--- src/rtl/uart_arb_pkg.sv ---
// Shared types and constants for the UART TX arbiter slice.
package uart_arb_pkg;

   localparam int ARB_DATA_W = 8;

   typedef enum logic {
      IDLE = 1'b0,
      LOCK = 1'b1
   } arb_state_t;

endpackage

--- src/rtl/uart_rr_pick.sv ---
// Combinational round-robin picker: chooses the first set request bit
// searching upward from rr_ptr+1, wrapping modulo N. Reusable on the RX side.
module uart_rr_pick #(
   parameter int N = 4
) (
   input  logic [N-1:0]         req,
   input  logic [$clog2(N)-1:0] rr_ptr,
   output logic [N-1:0]         pick,
   output logic                 any
);

   localparam int PW = $clog2(N);

   logic [PW:0]   slot;
   logic [PW-1:0] idx;
   logic          found;

   // Walk the N candidate slots after rr_ptr and keep the first requester seen
   always_comb begin
      pick  = '0;
      found = 1'b0;
      slot  = '0;
      idx   = '0;
      for (int k = 1; k <= N; k++) begin
         slot = {1'b0, rr_ptr} + (PW+1)'(k);
         if (slot >= (PW+1)'(N)) begin
            slot = slot - (PW+1)'(N);
         end
         idx = slot[PW-1:0];
         if (!found && req[idx]) begin
            pick[idx] = 1'b1;
            found     = 1'b1;
         end
      end
   end

   assign any = |req;

endmodule

--- src/rtl/uart_tx_arbiter.sv ---
// Round-robin, packet-locked arbiter sharing one UART TX byte interface
// between NREQ requesters. Optional forced release of a stalled lock is
// enabled by defining UART_ARB_TIMEOUT_EN.
module uart_tx_arbiter
   import uart_arb_pkg::*;
#(
   parameter int NREQ         = 4,
   parameter int LOCK_TIMEOUT = 1024
) (
   input  logic                       clk,
   input  logic                       rst,
   input  logic [NREQ-1:0]            req_valid,
   input  logic [NREQ*ARB_DATA_W-1:0] req_data,
   input  logic [NREQ-1:0]            req_last,
   output logic [NREQ-1:0]            req_ready,
   output logic                       tx_valid,
   output logic [ARB_DATA_W-1:0]      tx_data,
   input  logic                       tx_ready,
   output logic [NREQ-1:0]            grant,
   output logic                       timeout_pulse
);

   localparam int PW = $clog2(NREQ);

   if (NREQ < 2 || NREQ > 16) begin : g_bad_nreq
      $error("uart_tx_arbiter: NREQ must be within 2..16");
   end
   if (LOCK_TIMEOUT < 2) begin : g_bad_timeout
      $error("uart_tx_arbiter: LOCK_TIMEOUT must be at least 2");
   end

   arb_state_t      state;
   arb_state_t      state_nxt;
   logic [NREQ-1:0] grant_nxt;
   logic [NREQ-1:0] pick;
   logic [PW-1:0]   rr_ptr;
   logic [PW-1:0]   rr_ptr_nxt;
   logic [PW-1:0]   owner_idx;
   logic            any_req;
   logic            owner_valid;
   logic            owner_last;
   logic            handshake;
   logic            force_release;

   uart_rr_pick #(.N(NREQ)) u_pick (
      .req    (req_valid),
      .rr_ptr (rr_ptr),
      .pick   (pick),
      .any    (any_req)
   );

   // Turn the one-hot grant into the owner index used as the next rr pointer
   always_comb begin
      owner_idx = '0;
      for (int i = 0; i < NREQ; i++) begin
         if (grant[i]) begin
            owner_idx = PW'(i);
         end
      end
   end

   // Route the owner's byte straight through; grant is zero outside LOCK
   always_comb begin
      tx_data = '0;
      for (int i = 0; i < NREQ; i++) begin
         if (grant[i]) begin
            tx_data = tx_data | req_data[i*ARB_DATA_W +: ARB_DATA_W];
         end
      end
   end

   assign owner_valid = |(req_valid & grant);
   assign owner_last  = |(req_last & grant);
   assign tx_valid    = (state == LOCK) && owner_valid;
   assign req_ready   = ((state == LOCK) && tx_ready) ? grant : '0;
   assign handshake   = tx_valid && tx_ready;

`ifdef UART_ARB_TIMEOUT_EN
   localparam int CW = $clog2(LOCK_TIMEOUT);

   logic [CW-1:0] idle_cnt;
   logic          timeout_q;

   assign force_release = (state == LOCK) && !owner_valid &&
                          (idle_cnt == CW'(LOCK_TIMEOUT - 1));
   assign timeout_pulse = timeout_q;

   // Count owner-idle cycles inside a lock; held at zero outside LOCK so entry starts clean
   always_ff @(posedge clk or posedge rst) begin
      if (rst) begin
         idle_cnt <= '0;
      end else if (state != LOCK || handshake) begin
         idle_cnt <= '0;
      end else if (!owner_valid) begin
         idle_cnt <= idle_cnt + CW'(1);
      end
   end

   // Registered one-cycle pulse marking a forced release
   always_ff @(posedge clk or posedge rst) begin
      if (rst) begin
         timeout_q <= 1'b0;
      end else begin
         timeout_q <= force_release;
      end
   end
`else
   assign force_release = 1'b0;
   assign timeout_pulse = 1'b0;
`endif

   // Arbitration state, current grant and round-robin pointer
   always_ff @(posedge clk or posedge rst) begin
      if (rst) begin
         state  <= IDLE;
         grant  <= '0;
         rr_ptr <= PW'(NREQ - 1);
      end else begin
         state  <= state_nxt;
         grant  <= grant_nxt;
         rr_ptr <= rr_ptr_nxt;
      end
   end

   // Grant for one cycle in IDLE, then hold the lock until the packet ends or is forced out
   always_comb begin
      state_nxt  = state;
      grant_nxt  = grant;
      rr_ptr_nxt = rr_ptr;
      case (state)
         IDLE: begin
            if (any_req) begin
               grant_nxt = pick;
               state_nxt = LOCK;
            end
         end
         LOCK: begin
            if ((handshake && owner_last) || force_release) begin
               grant_nxt  = '0;
               rr_ptr_nxt = owner_idx;
               state_nxt  = IDLE;
            end
         end
         default: begin
            state_nxt = IDLE;
         end
      endcase
   end

endmodule

--- config.mk ---
export PLATFORM = sky130hd
export DESIGN_NAME = uart_tx_arbiter
export DESIGN_NICKNAME = d
export VERILOG_FILES = /design/src/rtl/uart_arb_pkg.sv /design/src/rtl/uart_rr_pick.sv /design/src/rtl/uart_tx_arbiter.sv
export SDC_FILE = /design/constraint.sdc
export NUM_CORES = 1
export LEC_CHECK = 0
export BUFFER_PORTS_ARGS = -buffer_cell sky130_fd_sc_hd__buf_2
export CAP_MARGIN = 20
export CORE_MARGIN = 2
export CORE_UTILIZATION = 44
export CTS_BUF_LIST = sky130_fd_sc_hd__clkbuf_4 sky130_fd_sc_hd__clkbuf_8
export CTS_CLUSTER_DIAMETER = 50
export DETAILED_ROUTE_END_ITERATION = 8
export GPL_ROUTABILITY_DRIVEN = 0
export PLACE_DENSITY = 0.82
export SYNTH_ARGS = -nofsm -noshare
export SYNTH_HDL_FRONTEND = slang
export SYNTH_SLANG_ARGS = --single-unit
--- constraint.sdc ---
create_clock -name clk -period 2.45 [get_ports clk]
set_input_delay 0.3675 -clock clk [delete_from_list [all_inputs] [get_ports clk]]
set_output_delay 0.3675 -clock clk [all_outputs]
set_load 0.01 [all_outputs]
==> impl_metrics.yaml <==
synthesis:
  synth_cell_type_count: 28
  synth_adder_area_share_pct: 10.19
  mappedNetlistNets: 163
  yosysWarnings: 0
  yosysSeqAreaShare_pct: 18.09
  synth_compound_area_share_pct: 35.80
  synth_top_family_by_area: "compound AO/OA/AOI/OAI gates"
  yosys.area_share.simple_pct: 18.22
  synth_xor_area_share_pct: 0
  synth_mux_area_share_pct: 13.12
  netlist_area_um2: 982.2
  synth.avg_cell_area_um2: 8.770
  syn_inst: 112
  synth.ff_latch_count: 7
route:
  drt_pre_antenna_iters: 6
  routed_wl_mm: 2.898
  ant_nets: 0
  routed_via_density: 5.758
  vias: 1140
  drc: 0
  initialDrtViolationCount: 20
  wire_per_inst_um: 14.64
setup_path:
  arrival_ns: 2.33
  startpoint_type: "register"
  end_kind: "register"
  slowest_stage: "dfstp_2"
  slowest_delay_ns: 0.60
  worstPathMaxFanout: 9
  path_cells: "inv_1, ha_1, mux4_2, or3_4, o221ai_2"
  worstSetupPathType: "reg2reg"
  cp.buffers_inverters: 1
  crit_family: "flip-flops"
  cp.required_ns: 2.62
clocking:
  clkSinkCount: 7
  post-cts-setup-buffers: 0
  ctsResizeCount: 0
  clkTransAtPathRegs_ns: 0.05
  htree_levels: 1
  cts_inserted_buffers: 3
  cts_buffer_depth: 2
  cts_root_buffer: "clkbuf_4"
  cts_tree: "done"
  clk_latency_ns: 0.25
  ctsHoldBuffers: 0
power_and_ir_drop:
  leakagePower_nw: 0.6583
  peakVddDrop_v: 0.0005626
  powerDensity_nw_per_um2: 1109
final_layout:
  fillers: 202
  final_cell_mix: "buf_2 (59), a22oi_1 (20), nand2_1 (18)"
  mostFrequentLayoutCell: "buf_2"
  drive_gt1_share_pct: 44.71
  stdcell_area_um2: 1324
  syn_to_final_growth_pct: 34.78
  antennaDiodeCount: 0
  fin_nets: 222
grt:
  grt_max_degree: 16
  grt_pass1_vias: 1032
  use_met3_pct: 1.462
  grt_use_met2_pct: 41.99
  overflow: 0
  busiest_layer: "met2"
  grt_first_pass_wirelength_mm: 4.540
  track_usage_pct: 22.55
  antenna_found_initial: 0
  use_met1_pct: 28.23
timing:
  clock.fmax_ghz: 0.4634
  min_period_ns: 2.158
  drv_slew: 0
  hold_viol_final: 0
  post-route-period-util_pct: 88.09
  worstMarginPinSlew_ns: 0.5001
  setup_violations: 0
  slew_headroom_pct: 66.66
  finClkSkew_ns: 0.0002118
  rsz0062_at_grt: "false"
  fin_tns_setup_ns: 0
placement:
  placed_area_um2: 1294
  dp_hpwl_mm: 2.299
  portBuffers: 59
die:
  start_util_pct: 45.27
  ios: 61
  core.rowCount: 17
  dieHeight_um: 51.25
  core-area_um2: 2170
  dieArea_um2: 2626
  die_x_um: 51.25
job:
  max_cap_viol_count: 0
run_status:
  run_status: "complete, no violations"
min_path:
  hold_class: "in2async"
## final timing paths
kind | from | to | slack [ns] | cells past startpoint
worst max-delay path | rr_ptr[1]$_DFFE_PP1P_ | grant[1]$_DFFE_PP0P_ | 0.29 | 5
worst min register to register | rr_ptr[1]$_DFFE_PP1P_ | rr_ptr[1]$_DFFE_PP1P_ | 0.57 | 2
worst min-delay path | rst | grant[0]$_DFFE_PP0P_ | 0.03 | 2
max in group asynchronous | rst | rr_ptr[0]$_DFFE_PP1P_ | 2.15 | 2
worst max register to register | rr_ptr[1]$_DFFE_PP1P_ | grant[1]$_DFFE_PP0P_ | 0.29 | 5
min in group clk | rr_ptr[1]$_DFFE_PP1P_ | rr_ptr[1]$_DFFE_PP1P_ | 0.57 | 2
## power by group
group          internal (W)  switching (W)  leakage (nW)
Sequential         0.000177       0.000143        0.0836
Combinational      0.000479       0.000551         0.556
Clock             0.0000734      0.0000449        0.0184
Total              0.000729       0.000739         0.658
## state kept, by name (all words and copies together), names as in the netlist
register	cells
grant	4
rr_ptr	2
state	1
## area by class of cell
type | instances | area [um2] | area share (%)
Clock buffer | 4 | 30.03 | 2.268
Inverter | 4 | 15.01 | 1.134
Multi-Input combinational cell | 95 | 763.2 | 57.66
Sequential cell | 7 | 177.7 | 13.42
Tap cell | 28 | 35.03 | 2.647
Timing Repair Buffer | 60 | 302.8 | 22.87
## stage by stage
step                      util [%]  setup WS, ns  total power, W  instances  hold slack [ns]
final                        61.02        0.2919        0.001468        198          0.03490
after global routing         61.02        0.1976        0.001594        198          0.05582
after CTS                    61.02        0.3050        0.001465        198          0.03783
after detailed placement     59.63        0.3223        0.001343        194           0.3060
after global placement       59.63        0.4033        0.001294        194           0.2972
after floorplan                  -        0.3717        0.001020        112           0.1694
## cell usage after synthesis, drive strengths merged
cell    count  area share, %
or3         1            1.1
a21oi       1           0.51
a22oi      20             15
o21ai       5            2.5
o211ai      4            3.1
dfrtp       5             13
a32oi       4            3.6
mux4        4            9.9
o221ai      4            6.1
and3        3            1.9
dfstp       2            5.4
nor4        1           0.64
conb        1           0.38
mux2        1            1.1
nand2      18            6.9
or2         2            1.3
a21boi      1           0.76
inv         4            1.5
a22o        1           0.89
o21a        4            3.1
nor2b       4            2.5
and2b       4            3.1
clkbuf      5            1.9
mux2i       2            2.0
buf         1           0.76
nor2        2           0.76
ha          8             10
## routing by layer
layer | wire length, um | vias up | part of all wire (%)
met5 | 0 | - | 0
met4 | 13 | 0 | 0.45
li1 | - | 552 | -
met3 | 147 | 2 | 5.1
met1 | 1250 | 532 | 43
met2 | 1487 | 54 | 51
## cell families (layout without fill, tap and decap cells)
group | count (synthesis) | count (layout)
adder cells (fa/ha/maj) | 8 | 8
multiplexers | 7 | 7
AND/OR/NAND/NOR | 35 | 35
flip-flops | 7 | 7
AO/OA/AOI/OAI | 44 | 44
buffers and inverters | 10 | 68
other | 1 | 1
(Power assumes the default switching activity.)
